File: src/rtl/mem_arbiter.sv
// Two-master arbiter in front of a single-port synchronous RAM.
// Masters: m0 = CPU data port, m1 = peripheral port. Grants are combinational;
// round robin on contention, with a lock that lets the last owner keep the RAM
// for atomic sequences. Reads return one cycle after grant, fully pipelined.
module mem_arbiter #(
   parameter int ADDR_W = 32,
   parameter int DATA_W = 32
) (
   input  logic              clk,
   input  logic              rst,
   input  logic              m0_req,
   input  logic              m1_req,
   input  logic              m0_we,
   input  logic              m1_we,
   input  logic [ADDR_W-1:0] m0_addr,
   input  logic [ADDR_W-1:0] m1_addr,
   input  logic [DATA_W-1:0] m0_wdata,
   input  logic [DATA_W-1:0] m1_wdata,
   input  logic              m0_lock,
   input  logic              m1_lock,
   output logic              m0_gnt,
   output logic              m1_gnt,
   output logic              m0_rvalid,
   output logic              m1_rvalid,
   output logic [DATA_W-1:0] m0_rdata,
   output logic [DATA_W-1:0] m1_rdata,
   output logic [ADDR_W-1:0] ram_addr,
   output logic [DATA_W-1:0] ram_wdata,
   output logic              ram_we,
   input  logic [DATA_W-1:0] ram_rdata
);

   typedef enum logic {
      OWN_M0 = 1'b0,
      OWN_M1 = 1'b1
   } owner_e;

   owner_e            last_owner;
   owner_e            rd_owner;
   logic              rd_pend;
   logic              any_gnt;
   logic [ADDR_W-1:0] ram_addr_q;
   logic [DATA_W-1:0] ram_wdata_q;
   logic [DATA_W-1:0] m0_rdata_q;
   logic [DATA_W-1:0] m1_rdata_q;

   // Grant selection: lock of the last owner overrides round robin.
   always_comb begin
      // NOTE: every output of a combinational block gets a default first so no
      // path leaves it unassigned, which would otherwise infer a latch.
      m0_gnt = 1'b0;
      m1_gnt = 1'b0;
      if (!rst) begin
         if (last_owner == OWN_M1 && m1_lock) begin
            m1_gnt = m1_req;
         end else if (last_owner == OWN_M0 && m0_lock) begin
            m0_gnt = m0_req;
         end else if (m0_req && m1_req) begin
            if (last_owner == OWN_M1) m0_gnt = 1'b1;
            else                      m1_gnt = 1'b1;
         end else begin
            m0_gnt = m0_req;
            m1_gnt = m1_req;
         end
      end
   end

   assign any_gnt = m0_gnt | m1_gnt;

   // RAM port: granted master drives it, otherwise address/data hold.
   always_comb begin
      ram_we    = 1'b0;
      ram_addr  = ram_addr_q;
      ram_wdata = ram_wdata_q;
      if (m0_gnt) begin
         ram_we    = m0_we;
         ram_addr  = m0_addr;
         ram_wdata = m0_wdata;
      end else if (m1_gnt) begin
         ram_we    = m1_we;
         ram_addr  = m1_addr;
         ram_wdata = m1_wdata;
      end
   end

   // Ownership, held RAM port values, and read-pending tracking.
   always_ff @(posedge clk) begin
      // NOTE: state registers use non-blocking assignments so every flop
      // samples the pre-edge values regardless of statement order.
      if (rst) begin
         last_owner  <= OWN_M1;
         rd_owner    <= OWN_M0;
         rd_pend     <= 1'b0;
         ram_addr_q  <= '0;
         ram_wdata_q <= '0;
         m0_rdata_q  <= '0;
         m1_rdata_q  <= '0;
      end else begin
         rd_pend <= (m0_gnt & ~m0_we) | (m1_gnt & ~m1_we);
         if (any_gnt) begin
            last_owner  <= m1_gnt ? OWN_M1 : OWN_M0;
            rd_owner    <= m1_gnt ? OWN_M1 : OWN_M0;
            ram_addr_q  <= ram_addr;
            ram_wdata_q <= ram_wdata;
         end
         if (m0_rvalid) m0_rdata_q <= ram_rdata;
         if (m1_rvalid) m1_rdata_q <= ram_rdata;
      end
   end

   // Read response: RAM data is steered to the owner in the return cycle and
   // retained afterwards; a response due during reset is suppressed.
   assign m0_rvalid = rd_pend & (rd_owner == OWN_M0) & ~rst;
   assign m1_rvalid = rd_pend & (rd_owner == OWN_M1) & ~rst;
   assign m0_rdata  = m0_rvalid ? ram_rdata : m0_rdata_q;
   assign m1_rdata  = m1_rvalid ? ram_rdata : m1_rdata_q;

endmodule
File: config.mk
export PLATFORM = sky130hd
export DESIGN_NAME = mem_arbiter
export DESIGN_NICKNAME = d
export VERILOG_FILES = /design/src/rtl/mem_arbiter.sv
export SDC_FILE = /design/constraint.sdc
export NUM_CORES = 1
export LEC_CHECK = 0
export ABC_CLOCK_PERIOD_IN_PS = 1590
export BUFFER_PORTS_ARGS = -buffer_cell sky130_fd_sc_hd__buf_4
export CAP_MARGIN = 20
export CORE_ASPECT_RATIO = 0.8
export CORE_MARGIN = 1
export CORE_UTILIZATION = 46
export CTS_CLUSTER_SIZE = 8
export DETAILED_ROUTE_END_ITERATION = 8
export HOLD_SLACK_MARGIN = 0.1
export PLACE_DENSITY = 0.81
export SETUP_SLACK_MARGIN = 0.2
export SLEW_MARGIN = 40
export SYNTH_ARGS = -nofsm -noshare
export SYNTH_HDL_FRONTEND = slang
export SYNTH_SLANG_ARGS = --single-unit
File: constraint.sdc
create_clock -name clk -period 1.59 [get_ports clk]
set_input_delay 0.159 -clock clk [delete_from_list [all_inputs] [get_ports clk]]
set_output_delay 0.159 -clock clk [all_outputs]
set_load 0.01 [all_outputs]
==> results.md, run 1 <==
- Largest net degree at the start of global routing: 90
- Io pins: 301
- Synth unique cells: 35
- Post-synthesis sequential area ratio: 44.4%
- I/O Buffers: 300
- Die W: 129 um
- Ys Warns: 0
- Worst endpoint after global-route timing repair: ram_wdata[6]
- Number of CTS-inserted buffers: 17
- Post-synthesis net count: 751
- Post-synth EDFFs: 0
- Stopping stage: 5_1_grt
- Ys flop type: dfxtp_1
- Status: did not finish
- Initial antenna violation count: 2
- Gate count of the mapped netlist: 583
- Syn avg cell area: 10.1 um^2
- Async S/R FF share, synth: 0%
- Initial Utilization: 47.9%
- Post-Syn Area: 5910 um^2
- # clock sinks: 131
- Final HPWL DP: 13500 um
- Yosys reg bits: 131
- Row cnt: 36
- Routability cong.: 0.841
- H-tree levels: 4
- Clock buffer depth: 2
- Clk root buf: clkbuf_16
- Worst ep type: primary output
- Die H: 103 um
- Err: [ERROR DPL-0033] detailed placement checks failed during check placement.
[per-stage QoR]
stage	setup WS, ns	area (um^2)	cells	util, %	hold slack, ns
detailed placement	-0.270	8950	1096	72.5	0.407
CTS	-0.611	10400	1159	84.5	-0.0186
floorplan	0.0357	6070	583	-	0.285
global placement	-0.173	8950	1096	72.5	0.400
[kinds of logic after synthesis]
| family | synth area share, % |
|---|---|
| simple gates | 8.58 |
| compound gates | 25.3 |
| buf+inv | 9.51 |
| mux | 12.2 |
| flops | 44.4 |
[cells in the mapped netlist, types with 2 or more instances]
cell type	n	area, um^2
o21ai_2	18	158
buf_6	5	56.3
clkbuf_1	14	52.6
buf_1	2	7.51
o31ai_1	64	480
o21ai_0	41	205
buf_2	13	65.1
mux2_1	11	124
buf_4	13	97.6
nor2b_1	64	400
a22oi_1	44	330
dfxtp_1	131	2620
o21ai_1	6	30.0
inv_1	65	244
mux2_2	53	597
a22oi_2	20	250
[repair_timing]
| action | in CTS |
|---|---|
| buffers inserted | 16 |
| pin swaps | 6 |
| resized for setup | 125 |
| hold buffers | 5 |
| hold endpoints to repair | 22 |
| cloned | 10 |
| setup endpoints to repair | 229 |
==> run 2: changes to the inputs <==
--- a/config.mk
+++ b/config.mk
@@ -8,14 +8,10 @@
 export ABC_CLOCK_PERIOD_IN_PS = 1590
 export BUFFER_PORTS_ARGS = -buffer_cell sky130_fd_sc_hd__buf_4
 export CAP_MARGIN = 20
-export CORE_ASPECT_RATIO = 0.8
 export CORE_MARGIN = 1
-export CORE_UTILIZATION = 46
-export CTS_CLUSTER_SIZE = 8
+export CORE_UTILIZATION = 40
 export DETAILED_ROUTE_END_ITERATION = 8
-export HOLD_SLACK_MARGIN = 0.1
-export PLACE_DENSITY = 0.81
-export SETUP_SLACK_MARGIN = 0.2
+export PLACE_DENSITY_LB_ADDON = 0.15
 export SLEW_MARGIN = 40
 export SYNTH_ARGS = -nofsm -noshare
 export SYNTH_HDL_FRONTEND = slang
==> run 2 against run 1 <==
  * The flow now finishes, with violations (negative setup slack)
  * Synthesized cell count did not move
  * Synthesized area did not move
==> results.md, run 2 <==
- Ys Warns: 0 (unchanged)
- Ys flop type: dfxtp_1 (unchanged)
- Cell family with most CP delay: buffers and inverters
- P per Cell Area: 920 nW/um^2
- Fmax achieved: 0.441 GHz
- Worst vdd ir: 683 uV
- Crit path buf inv count: 4
- Net switching power: 2.59 mW
- Leading area contributor after synthesis: dfxtp_1 (unchanged)
- P_leak: 5.01 nW
- Sequential power share: 36.0%
- Hold Path Class: primary input to flip-flop
- Max stage delay cell, worst path: or3_4
- Routability cong.: 0.770 (was 0.841)
- Vias in the first global route: 5935
- Count leader, synth: dfxtp_1 (unchanged)
- H-tree levels: 4 (unchanged)
- Area growth from synthesis to layout: 82.0%
- RSZ-0062 raised after global routing: yes
- Number of antenna diodes: 0
- Ranking of synthesized cells by area: dfxtp_1 44%, mux2_2 10%, o31ai_1 8.1% (unchanged)
- Max Cap Violations: 0
- Post-synthesis sequential area ratio: 44.4% (unchanged)
- Worst slew pin tran: 0.796 ns
- CTS tree: done
- Switching share of total power: 26.2%
- I/O Buffers: 300 (unchanged)
- Fin Hold WS: 0.0634 ns
- Cell-internal power: 7.30 mW
- Initial antenna violation count: 0
- Share of the synthesized area in the top cell type: 44.4% (unchanged)
- Initial Utilization: 40.8% (was 47.9%)
- Nets: 1157
- Total wire length: 20600 um
- Setup Viol. Count Final: 196
- Routed via count: 6017
- Dpl ws: -0.288 ns (was -0.270 ns)
- Critical path endpoint category: output port
- Dpl cell area: 8930 um^2 (was 8950 um^2)
- Clock buffer depth: 2 (unchanged)
- 1st-iter DRT viols: 249
- Die area: 15300 um^2
- Vias/cell: 5.07
- Status: finished, violations left (was did not finish)
- Core Region: 14500 um^2
- CP dominant cell by count: buf_6
- Register area: 2630 um^2
- Worst skew pair latency: 0.41 ns
- # clock sinks: 131 (unchanged)
- Worst-path clk slew: 0.05 ns
- Logic pwr share: 24.7%
- # DRC: 0
- Area occupied by multi-input gates: 3000 um^2
- Io pins: 301 (unchanged)
- Post-synth EDFFs: 0 (unchanged)
- CP Max Fanout: 10
- Fill cells: 1019
- Fin. Hold Viols: 0
- Fin crit share: 143%
- Gate count of the mapped netlist: 583 (unchanged)
- Design area: 10700 um^2
- Crit path largest cell delay: 0.36 ns
- Final min period: 2.27 ns
- Failing checks: negative setup slack
- ANT nets after route: 0
- Die W: 124 um (was 129 um)
- Final worst slack: -0.678 ns
- Row cnt: 44 (was 36)
- Die H: 124 um (was 103 um)
- Most frequent cells in the layout: 311 x buf_4, 129 x dfxtp_1, 90 x buf_6
- Clk_skew: 0.00633 ns
- DR pass1 iterations: 4
- Number of CTS-inserted buffers: 17 (unchanged)
- Most common cell after layout, fill and taps aside: buf_4
- Total power: 9.89 mW
- Async S/R FF share, synth: 0% (unchanged)
- Clk root buf: clkbuf_16 (unchanged)
- Startpoint Class: flip-flop
- Synth top cells by count: 131 x dfxtp_1, 65 x inv_1, 64 x nor2b_1, 64 x o31ai_1, 53 x mux2_2 (unchanged)
- Post-synthesis net count: 751 (unchanged)
- Req. time, crit path: 1.43 ns
- CP Class: flip-flop to output port
- Clock Power Share: 39.3%
- First-pass GRT wire length: 29400 um
- Syn avg cell area: 10.1 um^2 (unchanged)
- Arr. time, crit path: 2.11 ns
- Crit-path cells: a21bo_1 > or3_4 > buf_6 > o21ai_4 > buf_6 > buf_16 > o21ai_0 > buf_4
- Post-Syn Area: 5910 um^2 (unchanged)
- Final HPWL DP: 12500 um (was 13500 um)
- Drt wl/cell: 17.4 um
- Final Max Tran Viols: 0
- Final core utilization: 74.2%
- Yosys reg bits: 131 (unchanged)
- Total track usage: 25.4%
- Largest net degree at the start of global routing: 98
- Synth unique cells: 35 (unchanged)
- Share of layout cells above drive strength 1: 57.4%
- GRT overflow: 0
- Slew HR: 47.0%
==> run 2: cell counts after synthesis <==
Identical to the previous run, type by type.
==> run 2: power by group through the flow <==
stage / clock, mW / sequential [mW] / combinational (mW)
floorplan: 0 / 3.61 / 0.911
global placement: 0 / 3.62 / 2.01
detailed placement: 0 / 3.63 / 2.05
CTS: 3.93 / 3.56 / 2.40
global route: 4.11 / 3.58 / 2.61
finish: 3.88 / 3.56 / 2.45
==> run 2: kinds of logic after synthesis <==
group / synth area share [%]
and+or+nand+nor: 8.58
DFF: 44.4
muxes: 12.2
AOI/OAI and AO/OA: 25.3
buffers and inverters: 9.51
==> run 2: final cells by class <==
class / instances / share of cell area [%]
Sequential cell: 131 / 24.4
Clock inverter: 12 / 1.21
Tap cell: 184 / 2.14
Timing Repair Buffer: 436 / 37.6
Inverter: 66 / 2.33
Multi-Input combinational cell: 337 / 27.9
Clock buffer: 20 / 4.34
==> run 2: stage by stage <==
stage                     std cells  TNS (ns)
after floorplan                 583         0
after global placement         1113    -17.58
after detailed placement       1113    -23.19
after CTS                      1182    -76.36
after global routing           1186    -88.66
final                          1186    -77.60
==> run 2: worst paths after layout <==
| kind | slack (ns) | to | cells after the start | startpoint |
|---|---|---|---|---|
| setup / recovery | -0.68 | ram_wdata[18] | 8 | last_owner$_SDFFE_PP1P_ |
| hold / removal | 0.06 | last_owner$_SDFFE_PP1P_ | 3 | m1_lock |
| hold reg to reg | 0.47 | ram_addr_q[7]$_SDFFE_PP0P_ | 2 | ram_addr_q[7]$_SDFFE_PP0P_ |
| setup reg to reg | -0.40 | ram_addr_q[18]$_SDFFE_PP0P_ | 9 | last_owner$_SDFFE_PP1P_ |
==> run 2: timing repair <==
action	4_1_cts	5_1_grt
gates resized for setup	194	21
gates cloned	12	3
setup buffers	17	6
hold buffers	8	0
hold endpoints to repair	4	0
endpoints found under the setup margin	196	206
pin swaps	2	1
==> run 2: worst min-delay path: stages <==
cell and delay [ns]:
buf_4 0.09, or2b_1 0.09, a211o_1 0.11
==> run 2: metal layers <==
| layer | up-vias | global-route usage (%) | wire length, um |
|---|---|---|---|
| met5 | - | 0 | 0 |
| met4 | 0 | 11.0 | 514 |
| met3 | 43 | 7.38 | 1420 |
| met2 | 207 | 46.1 | 10800 |
| met1 | 2885 | 27.1 | 7850 |
| li1 | 2882 | - | - |
Note: power is estimated with default switching activity, not from simulation.
==> run 3: changes to the inputs <==
--- a/config.mk
+++ b/config.mk
@@ -8,10 +8,11 @@
 export ABC_CLOCK_PERIOD_IN_PS = 1590
 export BUFFER_PORTS_ARGS = -buffer_cell sky130_fd_sc_hd__buf_4
 export CAP_MARGIN = 20
-export CORE_MARGIN = 1
-export CORE_UTILIZATION = 40
+export CORE_AREA = 2 2 117 119
 export DETAILED_ROUTE_END_ITERATION = 8
+export DIE_AREA = 0 0 119 121
 export PLACE_DENSITY_LB_ADDON = 0.15
+export SKIP_LAST_GASP = 1
 export SLEW_MARGIN = 40
 export SYNTH_ARGS = -nofsm -noshare
 export SYNTH_HDL_FRONTEND = slang
==> run 3 against run 2 <==
  * Setup slack got worse by 0.0035 ns
  * Global-route usage increased by 4.4 points
  * Count of clock-buffer cells in the layout increased by 5
  * Final cell count increased by 1.6%
  * First-iteration DRC count increased by 59%
  * Combinational power increased by 9.8%
  * Largest power group unchanged
  * The run still ends with negative setup slack left
  * Non-clock buffer count increased by 28
  * Design area increased by 4.4%
==> results.md, run 3 (same netlist as run 2, synthesis figures left out) <==
- Hold Path Class: primary input to flip-flop (unchanged)
- H-tree levels: 4 (unchanged)
- Dpl cells: 1111 (was 1113)
- Worst-path clk slew: 0.05 ns (about the same)
- Total track usage: 29.8% (was 25.4%)
- Initial Utilization: 45.1% (was 40.8%)
- 1st-iter DRT viols: 395 (was 249)
- RSZ-0062 raised after global routing: yes (unchanged)
- Initial antenna violation count: 0 (unchanged)
- Finished Layout Cells: 1205 (was 1186)
- Req. time, crit path: 1.43 ns (about the same)
- Die H: 121 um (was 124 um)
- Row cnt: 42 (was 44)
- GRT overflow: 0 (unchanged)
- Dpl cell area: 8950 um^2 (was 8930 um^2)
- Fin. Hold Viols: 0 (unchanged)
- Critical path endpoint category: output port (unchanged)
- Fmax achieved: 0.440 GHz (was 0.441 GHz)
- Worst skew pair latency: 0.41 ns (about the same)
- Metal3 WL: 1620 um (was 1420 um)
- I/O Buffers: 300 (unchanged)
- ANT nets after route: 0 (unchanged)
- Number of antenna diodes: 0 (unchanged)
- P per Cell Area: 911 nW/um^2 (was 920 nW/um^2)
- Max Cap Violations: 0 (unchanged)
- Largest net degree at the start of global routing: 94 (was 98)
- First-pass GRT wire length: 33900 um (was 29400 um)
- P_leak: 5.21 nW (was 5.01 nW)
- Setup TNS: -74.12 ns (was -77.60 ns)
- Clk root buf: clkbuf_16 (unchanged)
- Total wire length: 23100 um (was 20600 um)
- Met1 WL: 8460 um (was 7850 um)
- Routability cong.: 0.881 (was 0.770)
- Dpl ws: -0.299 ns (was -0.288 ns)
- Fill cells: 637 (was 1019)
- Design area: 11200 um^2 (was 10700 um^2)
- Worst vdd ir: 780 uV (was 683 uV)
- CP Max Fanout: 5 (was 10)
- # DRC: 0 (unchanged)
- Die W: 119 um (was 124 um)
- Final Max Tran Viols: 0 (unchanged)
- Slew HR: 50.9% (was 47.0%)
- Startpoint Class: flip-flop (unchanged)
- Vias in the first global route: 6612 (was 5935)
- Met2 Wirelength: 12200 um (was 10800 um)
- Final HPWL DP: 13100 um (was 12500 um)
- Clock buffer depth: 2 (unchanged)
- Top Layer Used: met4 (unchanged)
- Setup Viol. Count Final: 197 (was 196)
- Vias/cell: 5.32 (was 5.07)
- CP Class: flip-flop to output port (unchanged)
- Fin crit share: 143% (about the same)
- Arr. time, crit path: 2.11 ns (about the same)
- Worst slew pin tran: 0.737 ns (was 0.796 ns)
- Core Region: 13100 um^2 (was 14500 um^2)
- Most frequent cells in the layout: 325 x buf_4, 128 x dfxtp_1, 99 x buf_6 (was 311 x buf_4, 129 x dfxtp_1, 90 x buf_6)
- Routed via count: 6405 (was 6017)
- Most common cell after layout, fill and taps aside: buf_4 (unchanged)
- Final min period: 2.27 ns (about the same)
- Die area: 14400 um^2 (was 15300 um^2)
- # clock sinks: 131 (unchanged)
- Nets: 1186 (was 1157)
- CTS tree: done (unchanged)
- Final worst slack: -0.682 ns (was -0.678 ns)
- Share of layout cells above drive strength 1: 62.3% (was 57.4%)
- Area growth from synthesis to layout: 89.9% (was 82.0%)
- Drt wl/cell: 19.2 um (was 17.4 um)
- Io pins: 301 (unchanged)
- Failing checks: negative setup slack (unchanged)
- Clk_skew: 0.00634 ns (was 0.00633 ns)
- Number of CTS-inserted buffers: 17 (unchanged)
- Status: finished, violations left (unchanged)
- DR pass1 iterations: 6 (was 4)
[run 3: cell count changes in the layout (fill, tap and decap cells not counted), moves of 9 or more]
cell / before / now
a22oi_2: 21 / 30
buf_6: 90 / 99
o21ai_1: 38 / 24
buf_4: 311 / 325
o21ai_2: 17 / 31
a22oi_1: 43 / 34
o31ai_2: 2 / 18
o31ai_1: 62 / 43
[run 3: path summary, 6_finish.rpt]
kind	from	endpoint	slack (ns)	cells after the start
setup / recovery	last_owner$_SDFFE_PP1P_	ram_wdata[16]	-0.68	8
hold / removal	m0_wdata[26]	ram_wdata_q[26]$_SDFFE_PP0P_	0.01	3
setup reg to reg	last_owner$_SDFFE_PP1P_	ram_addr_q[12]$_SDFFE_PP0P_	-0.42	11
hold reg to reg	ram_addr_q[15]$_SDFFE_PP0P_	ram_addr_q[15]$_SDFFE_PP0P_	0.47	2
[run 3: through the flow]
stage	power, mW	hold WS (ns)	util (%)
finish	10.2	0.0135	85.7
global route	10.6	0.00813	85.7
CTS	10.0	0.000231	83.9
detailed placement	5.68	0.410	68.4
global placement	5.63	0.402	68.4
floorplan	4.52	0.283	-
[run 3: repair_timing]
action / CTS / global route
setup endpoints to repair: 196 / 211
pin swaps: 5 / 3
endpoints found under the hold margin: 4 / 0
resized for setup: 239 / 52
setup buffers: 42 / 18
hold buffers: 7 / 0
cloned: 11 / 5
[run 3: layout make-up]
type / instances / area, um^2 / share of cell area (%)
Sequential cell: 131 / 2630 / 23.4
Clock buffer: 25 / 485 / 4.33
Multi-Input combinational cell: 338 / 3230 / 28.8
Timing Repair Buffer: 464 / 4300 / 38.3
Inverter: 66 / 253 / 2.25
Clock inverter: 5 / 100 / 0.892
Tap cell: 176 / 220 / 1.96
[run 3: routing by layer]
metal / global-route usage [%] / vias up
met1: 32.1 / 3060
met4: 13.8 / 0
met2: 53.6 / 327
met5: 0 / -
met3: 8.55 / 78
li1: - / 2940
[run 3: report_power, final]
part           leakage (nW)  switching, mW  internal (mW)  total [mW]
clock                 0.287           1.39           2.57        3.95
sequential             1.07         0.0706           3.50        3.57
combinational          3.85           1.21           1.48        2.69
[run 3: worst max-delay path: stages (launching register included)]
cell	delay, ns
dfxtp_2	0.34
a21bo_1	0.18
or3_4	0.36
buf_12	0.15
o21ai_4	0.11
buf_6	0.18
buf_12	0.11
o21ai_0	0.09
buf_4	0.17
